===== src/rtl/maze_pkg.sv =====
// -----------------------------------------------------------------------------
// maze_pkg
// Shared definitions for the maze move server: default maze geometry, tile
// codes, direction encoding (matches the ghost dir encoding), the scan FSM
// state type and the tile passability helper.
// Optional feature macro used by the design: MAZE_DOOR_EN.
// -----------------------------------------------------------------------------
package maze_pkg;

    localparam int MAZE_W_DEFAULT     = 28;
    localparam int MAZE_H_DEFAULT     = 36;
    localparam int TUNNEL_ROW_DEFAULT = 19;

    localparam logic [1:0] TILE_PATH = 2'b00;
    localparam logic [1:0] TILE_WALL = 2'b01;
    localparam logic [1:0] TILE_DOOR = 2'b10;

    localparam logic [1:0] DIR_UP    = 2'b00;
    localparam logic [1:0] DIR_RIGHT = 2'b01;
    localparam logic [1:0] DIR_DOWN  = 2'b10;
    localparam logic [1:0] DIR_LEFT  = 2'b11;

    typedef enum logic [2:0] {
        ST_IDLE,
        ST_LATCH,
        ST_QUERY,
        ST_DRAIN,
        ST_COMMIT
    } maze_state_t;

    // Codes 01 and 11 are both walls; a door only passes when door_ok is set.
    function automatic logic tile_pass(input logic [1:0] code, input logic door_ok);
        return (code == TILE_PATH) || ((code == TILE_DOOR) && door_ok);
    endfunction

endpackage


===== src/rtl/maze_neighbor_addr.sv =====
// -----------------------------------------------------------------------------
// maze_neighbor_addr
// Combinational neighbour-tile address generator. Applies the maze edge rules
// and the tunnel wrap on TUNNEL_ROW.
// Ports:
//   i_x, i_y        latched tile coordinates
//   i_dir           direction (00 up, 01 right, 10 down, 11 left)
//   o_addr          ROM address of the neighbour tile, y*MAZE_W + x
//   o_force_block   neighbour is off-maze (or origin invalid): no read issued
// -----------------------------------------------------------------------------
module maze_neighbor_addr
    import maze_pkg::*;
#(
    parameter int MAZE_W     = MAZE_W_DEFAULT,
    parameter int MAZE_H     = MAZE_H_DEFAULT,
    parameter int TUNNEL_ROW = TUNNEL_ROW_DEFAULT
) (
    input  logic [5:0] i_x,
    input  logic [5:0] i_y,
    input  logic [1:0] i_dir,
    output logic [9:0] o_addr,
    output logic       o_force_block
);

    localparam logic [5:0] X_LIM  = 6'(MAZE_W);
    localparam logic [5:0] Y_LIM  = 6'(MAZE_H);
    localparam logic [5:0] X_LAST = 6'(MAZE_W - 1);
    localparam logic [5:0] Y_LAST = 6'(MAZE_H - 1);
    localparam logic [5:0] Y_TUN  = 6'(TUNNEL_ROW);

    logic [5:0] w_nx;
    logic [5:0] w_ny;
    logic       w_blk;

    always_comb begin
        w_nx  = i_x;
        w_ny  = i_y;
        w_blk = 1'b0;
        if ((i_x >= X_LIM) || (i_y >= Y_LIM)) begin
            w_blk = 1'b1;
        end else begin
            case (i_dir)
                DIR_UP: begin
                    if (i_y == 6'd0) w_blk = 1'b1;
                    else             w_ny  = i_y - 6'd1;
                end
                DIR_RIGHT: begin
                    if (i_x == X_LAST) begin
                        if (i_y == Y_TUN) w_nx  = 6'd0;
                        else              w_blk = 1'b1;
                    end else begin
                        w_nx = i_x + 6'd1;
                    end
                end
                DIR_DOWN: begin
                    if (i_y == Y_LAST) w_blk = 1'b1;
                    else               w_ny  = i_y + 6'd1;
                end
                default: begin
                    if (i_x == 6'd0) begin
                        if (i_y == Y_TUN) w_nx  = X_LAST;
                        else              w_blk = 1'b1;
                    end else begin
                        w_nx = i_x - 6'd1;
                    end
                end
            endcase
        end
    end

    assign o_addr        = ({4'd0, w_ny} * 10'(MAZE_W)) + {4'd0, w_nx};
    assign o_force_block = w_blk;

endmodule


===== src/rtl/maze_move_server.sv =====
// -----------------------------------------------------------------------------
// maze_move_server
// Shared maze-query engine. On scan_req, each ghost in turn has its tile
// latched, its four neighbours read from the single-port maze ROM (U, R, D, L)
// and its move-permission bits committed atomically.
// Optional feature macro: MAZE_DOOR_EN (door tiles pass when door_open[g]=1;
// without it doors are walls and door_open is ignored).
// Ports:
//   clk, reset (async, active-low)
//   scan_req       one-cycle scan start pulse
//   ghostX/ghostY  packed 6-bit tile coordinates, ghost i at [6i+5:6i]
//   door_open      per-ghost door permission
//   rom_rd/rom_addr/rom_data   maze ROM port, data valid cycle after rom_rd
//   canMoveUp/Right/Down/Left  registered permissions, one bit per ghost
//   busy, scan_done            scan status
//
// state     | meaning
// ----------+---------------------------------------------------------
// ST_IDLE   | wait for scan_req or a pending request
// ST_LATCH  | snapshot ghost g's X/Y
// ST_QUERY  | four cycles, one neighbour read each (U, R, D, L)
// ST_DRAIN  | capture the last read result
// ST_COMMIT | copy shadow bits to ghost g's outputs, advance or finish
// -----------------------------------------------------------------------------
module maze_move_server
    import maze_pkg::*;
#(
    parameter int NUM_GHOSTS = 4,
    parameter int MAZE_W     = MAZE_W_DEFAULT,
    parameter int MAZE_H     = MAZE_H_DEFAULT,
    parameter int TUNNEL_ROW = TUNNEL_ROW_DEFAULT
) (
    input  logic                      clk,
    input  logic                      reset,
    input  logic                      scan_req,
    input  logic [6*NUM_GHOSTS-1:0]   ghostX,
    input  logic [6*NUM_GHOSTS-1:0]   ghostY,
    input  logic [NUM_GHOSTS-1:0]     door_open,
    output logic                      rom_rd,
    output logic [9:0]                rom_addr,
    input  logic [1:0]                rom_data,
    output logic [NUM_GHOSTS-1:0]     canMoveUp,
    output logic [NUM_GHOSTS-1:0]     canMoveRight,
    output logic [NUM_GHOSTS-1:0]     canMoveDown,
    output logic [NUM_GHOSTS-1:0]     canMoveLeft,
    output logic                      busy,
    output logic                      scan_done
);

    localparam int GW = (NUM_GHOSTS > 1) ? $clog2(NUM_GHOSTS) : 1;

    maze_state_t           r_state;
    maze_state_t           w_next;
    logic [GW-1:0]         r_ghost;
    logic [1:0]            r_slot;
    logic [5:0]            r_x;
    logic [5:0]            r_y;
    logic [3:0]            r_shadow;
    logic                  r_pend_vld;
    logic                  r_pend_blk;
    logic [1:0]            r_pend_dir;
    logic                  r_pending;
    logic                  r_busy;
    logic                  r_done;
    logic [NUM_GHOSTS-1:0] r_up;
    logic [NUM_GHOSTS-1:0] r_right;
    logic [NUM_GHOSTS-1:0] r_down;
    logic [NUM_GHOSTS-1:0] r_left;

    logic [9:0]            w_addr;
    logic                  w_force;
    logic                  w_last;
    logic                  w_door_ok;
    logic                  w_query;

    maze_neighbor_addr #(
        .MAZE_W     (MAZE_W),
        .MAZE_H     (MAZE_H),
        .TUNNEL_ROW (TUNNEL_ROW)
    ) u_nbr (
        .i_x           (r_x),
        .i_y           (r_y),
        .i_dir         (r_slot),
        .o_addr        (w_addr),
        .o_force_block (w_force)
    );

`ifdef MAZE_DOOR_EN
    assign w_door_ok = door_open[r_ghost];
`else
    logic w_unused_door;
    assign w_door_ok     = 1'b0;
    assign w_unused_door = ^door_open;
`endif

    assign w_last  = (r_ghost == GW'(NUM_GHOSTS - 1));
    assign w_query = (r_state == ST_QUERY);

    always_ff @(posedge clk or negedge reset) begin
        if (!reset) r_state <= ST_IDLE;
        else        r_state <= w_next;
    end

    always_comb begin
        w_next = r_state;
        case (r_state)
            ST_IDLE:   if (scan_req || r_pending) w_next = ST_LATCH;
            ST_LATCH:  w_next = ST_QUERY;
            ST_QUERY:  if (r_slot == 2'd3) w_next = ST_DRAIN;
            ST_DRAIN:  w_next = ST_COMMIT;
            ST_COMMIT: w_next = w_last ? ST_IDLE : ST_LATCH;
            default:   w_next = ST_IDLE;
        endcase
    end

    // Reads are pipelined one slot: the slot issued at one edge is resolved
    // at the next, when rom_data for it is valid.
    always_ff @(posedge clk or negedge reset) begin
        if (!reset) begin
            r_ghost    <= '0;
            r_slot     <= 2'd0;
            r_x        <= 6'd0;
            r_y        <= 6'd0;
            r_shadow   <= 4'd0;
            r_pend_vld <= 1'b0;
            r_pend_blk <= 1'b0;
            r_pend_dir <= 2'd0;
            r_pending  <= 1'b0;
            r_busy     <= 1'b0;
            r_done     <= 1'b0;
            r_up       <= '0;
            r_right    <= '0;
            r_down     <= '0;
            r_left     <= '0;
        end else begin
            r_busy <= (w_next != ST_IDLE);
            r_done <= (r_state == ST_COMMIT) && w_last;

            // IDLE always consumes a pending request, so clearing there is safe.
            if (r_state == ST_IDLE)  r_pending <= 1'b0;
            else if (scan_req)       r_pending <= 1'b1;

            if (r_state == ST_LATCH) begin
                r_x      <= ghostX[6*r_ghost +: 6];
                r_y      <= ghostY[6*r_ghost +: 6];
                r_shadow <= 4'd0;
            end

            r_slot <= w_query ? (r_slot + 2'd1) : 2'd0;

            r_pend_vld <= w_query;
            r_pend_dir <= r_slot;
            r_pend_blk <= w_force;
            if (r_pend_vld)
                r_shadow[r_pend_dir] <= !r_pend_blk && tile_pass(rom_data, w_door_ok);

            if (r_state == ST_COMMIT) begin
                r_up[r_ghost]    <= r_shadow[DIR_UP];
                r_right[r_ghost] <= r_shadow[DIR_RIGHT];
                r_down[r_ghost]  <= r_shadow[DIR_DOWN];
                r_left[r_ghost]  <= r_shadow[DIR_LEFT];
                r_ghost          <= w_last ? '0 : (r_ghost + GW'(1));
            end
        end
    end

    assign rom_rd       = w_query && !w_force;
    assign rom_addr     = rom_rd ? w_addr : 10'd0;
    assign canMoveUp    = r_up;
    assign canMoveRight = r_right;
    assign canMoveDown  = r_down;
    assign canMoveLeft  = r_left;
    assign busy         = r_busy;
    assign scan_done    = r_done;

endmodule


===== config.mk =====
export PLATFORM = sky130hd
export DESIGN_NAME = maze_move_server
export DESIGN_NICKNAME = d
export VERILOG_FILES = /design/src/rtl/maze_pkg.sv /design/src/rtl/maze_neighbor_addr.sv /design/src/rtl/maze_move_server.sv
export SDC_FILE = /design/constraint.sdc
export NUM_CORES = 1
export LEC_CHECK = 0
export BUFFER_PORTS_ARGS = -buffer_cell sky130_fd_sc_hd__clkbuf_2
export CAP_MARGIN = 25
export CORE_ASPECT_RATIO = 1.5
export CORE_UTILIZATION = 55
export CTS_CLUSTER_DIAMETER = 50
export DETAILED_ROUTE_END_ITERATION = 10
export PLACE_DENSITY_LB_ADDON = 0.15
export SLEW_MARGIN = 20
export SYNTH_ARGS = -nofsm -noshare
export SYNTH_HDL_FRONTEND = slang
export SYNTH_HIERARCHICAL = 1
export SYNTH_SLANG_ARGS = --single-unit

===== constraint.sdc =====
create_clock -name clk -period 12.4 [get_ports clk]
set_input_delay 1.86 -clock clk [delete_from_list [all_inputs] [get_ports clk]]
set_output_delay 1.86 -clock clk [all_outputs]
set_load 0.005 [all_outputs]

# Yosys cells after proc, flatten, opt, wreduce, memory -nomap -nowiden
# Cells that the tools add are included.
dict set report word_totals {
  ff_bits 46
  inputBits 57
  output_inout_bits 29
  word_cells 98
}
dict set report classes {
  addsub 7
  multipliers 2
  n_lt_le_gt_ge 6
  n_eq_ne 11
  shifts 2
  mux 37
  reduce_logical 17
}
# operator n
set op_table {}
lappend op_table {{2-to-1 mux 6 bit} 8}
lappend op_table {{variable part select 24 x 6 -> 6 bit} 2}
lappend op_table {{one-hot mux 6 bit (2 select lines)} 2}
lappend op_table {{bitwise mux 4 bit} 5}
lappend op_table {{one-hot mux 3 bit (5 select lines)} 1}
lappend op_table {{adder 6 x 1 -> 6 bit, second input constant} 2}
lappend op_table {{equality test 6 x 5 -> 1 bit, second input constant} 2}
lappend op_table {{zero test 6 bit} 2}
lappend op_table {{subtractor 6 x 1 -> 6 bit, second input constant} 2}
lappend op_table {{2-to-1 mux 1 bit} 11}
lappend op_table {{adder 10 x 6 -> 10 bit} 1}
lappend op_table {{2-to-1 mux 10 bit} 1}
lappend op_table {{multiplier 6 x 3 -> 8 bit, second input constant} 1}
lappend op_table {{2-to-1 mux 4 bit} 2}
lappend op_table {{equality test 2 bit, second input constant} 3}
lappend op_table {{equality test 3 x 2 -> 1 bit, second input constant} 2}
lappend op_table {{equality test 6 bit, second input constant} 1}
lappend op_table {{>= comparator 6 x 5 -> 1 bit, second input constant} 1}
lappend op_table {{>= comparator 6 bit, second input constant} 1}
lappend op_table {{less-than comparator 2 x 3 -> 1 bit, second input constant} 2}
lappend op_table {{2-to-1 mux 3 bit} 2}
lappend op_table {{logical AND 1 bit} 5}
lappend op_table {{adder 2 x 1 -> 2 bit, second input constant} 2}
lappend op_table {{demux 1 bit (select 2 bit)} 2}
lappend op_table {{14 further kinds} 19}

# Longest topological paths before layout
# Gate-level depths: netlist of run 1.
dict set report depth {
  ltp_word 8
  depth_mapped 17
  ltp_nobuf 17
}

# Modules after synthesis
# The synthesis of run 1 kept the hierarchy.
# mod n_inst cells_per_inst area_each_um2 seq_area_each_um2
set by_module_without_submodules {}
lappend by_module_without_submodules {maze_move_server 1 182 2270.9 1151.1}
lappend by_module_without_submodules {maze_neighbor_addr 1 199 1465.2 0.0}

# Worst setup path before layout of run 1
# No wires, ideal clock.
dict set report synth_timing {
  path_kind {register to output}
  start {register r_y[1]}
  end {output rom_addr[9]}
  arrival_time_ps 3758
  required_ps 10540
  slack_ps 6782
  path_stages_with_launch 18
  n_path_buf 0
  path_cell_list {dfrtp_1 > inv_1 > ha_1 > nor2b_1 > a211oi_1 > a31oi_1 > and3_2 > inv_2 > fa_1 > ha_1 > fa_1 > ha_1 > o21ai_0 > nor2_1 > o21ai_1 > nand3b_1 > xnor3_1 > and2_1}
}
dict set report synth_via {
  word_cells_on_any_way 29
  classes_between {add/sub: 3; mul: 1; order compare: 1; eq/ne: 2; mux: 18; reduce/logical: 4}
}
# element line
set synth_lines {}
lappend synth_lines {{from (decl)} maze_move_server.sv:57} ;# logic [5:0] r_y;
lappend synth_lines {{from (signal assigned)} maze_move_server.sv:145} ;# r_y <= ghostY[6*r_ghost +: 6];
lappend synth_lines {{adder 6 x 1 -> 6 bit, or another cell as far along} maze_neighbor_addr.sv:57} ;# else w_ny = i_y + 6'd1;
lappend synth_lines {{2-to-1 mux 6 bit (on tied branches)} --}
lappend synth_lines {{one-hot mux 6 bit (2 select lines), or another cell as far along} maze_neighbor_addr.sv:42} ;# case (i_dir)
lappend synth_lines {{2-to-1 mux 6 bit or one-hot mux 6 bit (2 select lines) (tied branches)} {maze_neighbor_addr.sv:39, maze_neighbor_addr.sv:42}}
lappend synth_lines {{multiplier 6 x 3 -> 8 bit or 2-to-1 mux 6 bit (tied branches)} {maze_neighbor_addr.sv:71, maze_neighbor_addr.sv:39}}
lappend synth_lines {{adder 10 x 6 -> 10 bit (*)} maze_neighbor_addr.sv:71} ;# assign o_addr = ({4'd0, w_ny} * 10'(MAZE_W)) + {4'd0, w_nx};
lappend synth_lines {{net w_addr[9]} maze_move_server.sv:70} ;# logic [9:0] w_addr;
lappend synth_lines {{2-to-1 mux 10 bit (*)} maze_move_server.sv:168} ;# assign rom_addr = rom_rd ? w_addr : 10'd0;
lappend synth_lines {{to (decl)} maze_move_server.sv:40} ;# output logic [9:0] rom_addr,
# Mark *: on every way through the listed nets, which the timed path passes. The rest lies on a longest branch.

# Worst setup path in the final report of run 1
dict set report layout_timing {
  start {register r_y[4]}
  end {output rom_addr[9]}
}
# The elaborated chain is that of the path after synthesis.

==> impl_metrics.env, run 1 <==
export IMPL_status="complete, no violations"
export IMPL_postCtsHoldBufs=0
export IMPL_peakVddDrop_mv=0.05774
export IMPL_finClkSkew_ns=0.006502
export IMPL_io_pins=86
export IMPL_p_leak_nw=2.174
export IMPL_cts_resized=0
export IMPL_cp_num_buf_inv=1
export IMPL_worst_setup_path_end_kind="primary output"
export IMPL_critPathArrivalTime_ns=4.92
export IMPL_port_buffers=81
export IMPL_vias=3142
export IMPL_slew_viol_final=0
export IMPL_yosys_register_bits=46
export IMPL_cts_setup_buffers=0
export IMPL_rsz0062_at_grt="no"
export IMPL_grt_antenna_before_repair=0
export IMPL_dp_hpwl_um=6560
export IMPL_tns_ns=0
export IMPL_drt_iter0_markers=158
export IMPL_dp_slack_ns=5.954
export IMPL_hold_viol=0
export IMPL_synth_top_family_by_area="compound AO/OA/AOI/OAI gates"
export IMPL_fill_cells=549
export IMPL_cts_tree="done"
export IMPL_grt_overflow=0
export IMPL_max_stage_delay_ns=0.57
export IMPL_power_density_nw_per_um2=97.63
export IMPL_h_tree_depth=2
export IMPL_dieArea_um2=7133
export IMPL_wire_per_inst_um=16.43
export IMPL_synth_edf_count=0
export IMPL_clockBufferDepth=2
export IMPL_worstSetupPathType="flip-flop to primary output"
export IMPL_place_congestion=0.9735
export IMPL_synth_commonest_cells="dfrtp_1 (46), nand2_1 (32), mux2i_1 (26)"
export IMPL_clk_latency_ns=0.30
export IMPL_yosys_area_share_simple_pct=18.69
export IMPL_nNetsFinal=530
export IMPL_synth_most_common_cell="dfrtp_1"
export IMPL_synth_nets=466
export IMPL_cts_buffers=5
export IMPL_synth_cell_type_count=73
export IMPL_crit_path_max_fanout=13
export IMPL_die_y_um=102.9
export IMPL_drc_errors=0
export IMPL_placed_cell_area_um2=4088
export IMPL_yosysWarnings=6
export IMPL_grt_pass1_vias=3059
export IMPL_min_period_over_period_pct=54.67
export IMPL_hold_path_class="flip-flop to flip-flop"
export IMPL_grt_util_all_layers_pct=24.63
export IMPL_worst_slew_pin_slew_ns=0.8071
export IMPL_grt_pass1_wl_um=13970
export IMPL_synth_top_area_share_pct=30.81
export IMPL_synth_area_mux_share_pct=12.39
export IMPL_synth_top_cells_by_area="dfrtp_1 (31%), ha_1 (8.4%), mux2i_1 (7.0%)"
export IMPL_yosys_area_top_type="dfrtp_1"
export IMPL_netlist_instances=381
export IMPL_areaGrowthSynthToFinish_pct=13.23
export IMPL_synth_compound_gate_area_share_pct=18.82
export IMPL_fin_ws_ns=5.620
export IMPL_num_rows=36
export IMPL_ff_latch_area_um2=1151
export IMPL_fin_area_um2=4230
export IMPL_fmax_mhz=147.5
export IMPL_cts_root_buf="clkbuf_8"
export IMPL_yosysSeqAreaShare_pct=30.81
export IMPL_drive_above_1_share_pct=31.61
export IMPL_min_period_ns=6.780
export IMPL_synthAdderAreaFrac_pct=9.980
export IMPL_cp_slowest_cell="dfrtp_1"
export IMPL_avgSynthCellArea_um2=9.806
export IMPL_initial_core_util_pct=57.20
export IMPL_grt_max_degree=47
export IMPL_synth_ff_type="dfrtp_1"
export IMPL_first_pass_iters=4
export IMPL_clock_sinks=46
export IMPL_synth_area_um2=3736
export IMPL_required_ns=10.54
export IMPL_drtAntennaViolNets=0
export IMPL_via_per_inst=6.019
export IMPL_slew_headroom_pct=46.19
export IMPL_wirelength_um=8579
export IMPL_antenna_cells=0
export IMPL_cts_clk_slew_worst_paths_ns=0.08
export IMPL_multi_input_area_um2=2365
export IMPL_core_area_um2=6531
export IMPL_maxCapViolations=0
export IMPL_die_w_um=69.30
export IMPL_synth_xor_xnor_area_share_pct=3.416
export IMPL_finalSetupViolCount=0
export IMPL_async_reset_ff_share_pct=100.0
export IMPL_cp_start_kind="flip-flop"
export IMPL_critical_path_top_delay_family="adder cells"
export IMPL_worstPathCellList="o31ai_2, and2_1, nand2_1, xnor2_1, fa_1, ha_1, fa_1, ha_1, o21ai_0, nor2_1, o21ai_1, nand3b_1, xnor3_1, and2_1, clkbuf_2"
[cells by family (layout without fill, tap and decap cells)]
logic type / after synthesis / after routing
buffers and inverters: 41 / 106
xor gates and xnor gates: 13 / 13
and+or+nand+nor: 123 / 123
DFF: 46 / 46
muxes: 44 / 44
AOI/OAI and AO/OA: 86 / 86
adders and majority gates: 28 / 28
[per-layer routing]
metal  track usage (%)  part of all wire (%)
met1             26.55                    40
met2             49.07                    54
met3             2.151                   3.6
met4             10.05                   2.8
met5                 0                     0
[cell usage in the layout (no fill, tap or decap), drive strengths merged, types with 12 or more instances in the layout]
cell / netlist / routed
nand2: 33 / 33
nor2: 14 / 14
o221ai: 13 / 13
o21ai: 15 / 15
nand3: 12 / 12
ha: 25 / 25
dfrtp: 46 / 46
and2: 15 / 15
clkbuf: 5 / 87
mux2: 18 / 18
mux2i: 26 / 26
a21oi: 15 / 15
inv: 15 / 15
[report_power, final]
part           internal (mW)  leakage, nW  switching [mW]
Clock                 0.0859       0.0714          0.0478
Combinational         0.0574         1.52          0.0596
Sequential             0.154        0.587         0.00843
[through the flow]
| step | cells | utilization (%) | hold slack (ns) | power [mW] |
|---|---|---|---|---|
| 2_1_floorplan | 381 | - | 0.4193 | 0.2506 |
| 3_3_place_gp | 514 | 62.59 | 0.4890 | 0.2793 |
| 3_5_place_dp | 514 | 62.59 | 0.4950 | 0.2835 |
| 4_1_cts | 522 | 64.77 | 0.5147 | 0.4179 |
| 5_1_grt | 522 | 64.77 | 0.5321 | 0.4383 |
| 6_report | 522 | 64.77 | 0.5096 | 0.4130 |
[worst paths after layout]
kind | start | endpoint | slack [ns] | cells after the start
max in group asynchronous | reset | r_pend_blk | 10.38 | 2
hold reg to reg | canMoveLeft[3] | canMoveLeft[3] | 0.51 | 1
setup / recovery | r_y[4] | rom_addr[9] | 5.62 | 15
setup reg to reg | r_y[1] | r_pend_blk | 10.38 | 5
min in group asynchronous | reset | r_x[2] | 1.63 | 2
hold / removal | canMoveLeft[3] | canMoveLeft[3] | 0.51 | 1
[sequential cells by signal (all words and copies together) (netlist names)]
name,count
r_pend_dir,2
r_state,3
busy,1
r_pending,1
r_x,6
canMoveDown,4
r_ghost,2
canMoveUp,4
canMoveLeft,4
r_pend_blk,1
r_y,6
scan_done,1
canMoveRight,4
r_shadow,4
r_pend_vld,1
r_slot,2
[area by class of cell]
cell class | instances | share of cell area (%)
well taps | 76 | 2.248
inverters | 15 | 1.331
clock buffers | 6 | 1.952
clock inverters | 2 | 1.420
multi-input cells | 294 | 55.90
flip-flops and latches | 46 | 27.21
repair buffers | 83 | 9.938
Note: power is estimated with default switching activity, not from simulation.
==> inputs of run 2 (changes only) <==
==> constraint.sdc (replaced) <==
create_clock -name clk -period 7 [get_ports clk]
set_input_delay 1.05 -clock clk [delete_from_list [all_inputs] [get_ports clk]]
set_output_delay 1.05 -clock clk [all_outputs]
set_load 0.005 [all_outputs]
==> impl_metrics.env, run 2 (synthesized netlist as in run 1, its figures left out) <==
export IMPL_slew_viol_final=0
export IMPL_first_pass_iters=4
export IMPL_hold_path_class="flip-flop to flip-flop"
export IMPL_p_comb_share_pct=32.1
export IMPL_die_y_um=102.9
export IMPL_initial_core_util_pct=57.20
export IMPL_worst_slew_pin_slew_ns=0.8268
export IMPL_critPathArrivalTime_ns=4.86
export IMPL_wire_per_inst_um=16.26
export IMPL_stdcell_count=521
export IMPL_place_congestion=0.9081
export IMPL_slew_headroom_pct=44.88
export IMPL_swShare_pct=31.18
export IMPL_cp_start_kind="flip-flop"
export IMPL_dieArea_um2=7133
export IMPL_grt_overflow=0
export IMPL_seq_power_share_pct=44.9
export IMPL_drc_errors=0
export IMPL_dp_hpwl_um=6609
export IMPL_dp_cells=514
export IMPL_worst_setup_path_end_kind="primary output"
export IMPL_min_period_over_period_pct=84.40
export IMPL_nNetsFinal=530
export IMPL_drtAntennaViolNets=0
export IMPL_antenna_cells=0
export IMPL_placed_cell_area_um2=4088
export IMPL_dp_slack_ns=1.396
export IMPL_grt_pass1_wl_um=14560
export IMPL_fmax_mhz=169.3
export IMPL_p_leak_nw=2.146
export IMPL_peakVddDrop_mv=0.1381
export IMPL_status="complete, no violations"
export IMPL_crit_path_max_fanout=13
export IMPL_drive_above_1_share_pct=31.46
export IMPL_rsz0062_at_grt="no"
export IMPL_cts_clk_slew_worst_paths_ns=0.08
export IMPL_hold_viol=0
export IMPL_drt_iter0_markers=174
export IMPL_fin_hold_ws_ns=0.5099
export IMPL_finClkSkew_ns=0.006981
export IMPL_cts_setup_buffers=0
export IMPL_cts_resized=0
export IMPL_top_regs="r_x: 6 flops, r_y: 6 flops"
export IMPL_io_pins=86
export IMPL_via_per_inst=6.050
export IMPL_maxCapViolations=0
export IMPL_power_clock_fraction_pct=23.1
export IMPL_cts_root_buf="clkbuf_8"
export IMPL_clk_latency_ns=0.29
export IMPL_power_density_nw_per_um2=153.7
export IMPL_core_area_um2=6531
export IMPL_areaGrowthSynthToFinish_pct=11.52
export IMPL_fin_area_um2=4167
export IMPL_required_ns=5.95
export IMPL_cts_tree="done"
export IMPL_final_cell_mix="clkbuf_2 (81), dfrtp_1 (46), nand2_1 (32), mux2i_1 (26), ha_1 (25)"
export IMPL_wirelength_um=8474
export IMPL_clockBufferDepth=2
export IMPL_postCtsHoldBufs=0
export IMPL_grt_pass1_vias=3139
export IMPL_grt_antenna_before_repair=0
export IMPL_worstSetupPathType="flip-flop to primary output"
export IMPL_fin_ws_ns=1.092
export IMPL_vias=3152
export IMPL_die_w_um=69.30
export IMPL_tns_ns=0
export IMPL_grt_max_degree=47
export IMPL_cts_buffers=5
export IMPL_port_buffers=81
export IMPL_finalSetupViolCount=0
export IMPL_min_period_ns=5.908
export IMPL_clock_sinks=46
export IMPL_h_tree_depth=2
export IMPL_final_common_cell="clkbuf_2"
export IMPL_p_int_mw=0.4408
export IMPL_num_rows=36
export IMPL_switchingPower_mw=0.1998
export IMPL_grt_util_all_layers_pct=25.22
[run 2: changes by cell type in the layout (fill, tap and decap cells not counted), sizes merged]
cell    before  now
bufinv       2    0
clkbuf      87   86
clkinv       0    2
[run 2: path summary, 6_finish.rpt]
kind | startpoint | to | slack, ns | cells past startpoint
max in group asynchronous | reset | canMoveUp[0] | 5.78 | 2
max | r_y[4] | rom_addr[9] | 1.09 | 15
min | canMoveUp[3] | canMoveUp[3] | 0.51 | 1
min in group asynchronous | reset | r_x[2] | 0.83 | 2
max reg2reg | r_ghost[1] | canMoveRight[3] | 4.95 | 4
min reg2reg | canMoveUp[3] | canMoveUp[3] | 0.51 | 1
[run 2: layout make-up]
class                           count  area [um2]
Sequential cell                    46        1151
Clock inverter                      2       10.01
Inverter                           15       56.30
Multi-Input combinational cell    294        2365
Tap cell                           76       95.09
Fill cell                         574        2365
Clock buffer                        5       68.82
Timing Repair Buffer               83       420.4
[run 2: metal layers]
layer | part of all wire (%) | track usage, % | up-vias
met5 | 0 | 0 | -
met1 | 40 | 28.10 | 1511
met2 | 54 | 48.47 | 100
met4 | 3.0 | 12.09 | 0
li1 | - | - | 1526
met3 | 3.5 | 1.955 | 15
[run 2: power by group through the flow]
stage / logic, mW / clock network (mW) / registers [mW]
3_3_place_gp: 0.202 / 0 / 0.292
4_1_cts: 0.208 / 0.152 / 0.287
3_5_place_dp: 0.206 / 0 / 0.293
5_1_grt: 0.238 / 0.163 / 0.289
6_report: 0.205 / 0.148 / 0.287
2_1_floorplan: 0.159 / 0 / 0.285
[run 2: metrics by stage]
stage / power, mW / util [%]
finish: 0.6406 / 63.79
global route: 0.6894 / 63.79
CTS: 0.6478 / 63.79
detailed placement: 0.4990 / 62.59
global placement: 0.4938 / 62.59
floorplan: 0.4440 / -
[run 2: critical path, stage by stage, from the launching register on]
cell and delay [ns]:
dfrtp_1 0.56, o31ai_2 0.43, and2_1 0.47, nand2_1 0.13, xnor2_1 0.38, fa_1 0.48
ha_1 0.23, fa_1 0.45, ha_1 0.31, o21ai_0 0.08, nor2_1 0.13, o21ai_1 0.11
nand3b_1 0.21, xnor3_1 0.35, and2_1 0.14, clkbuf_2 0.10
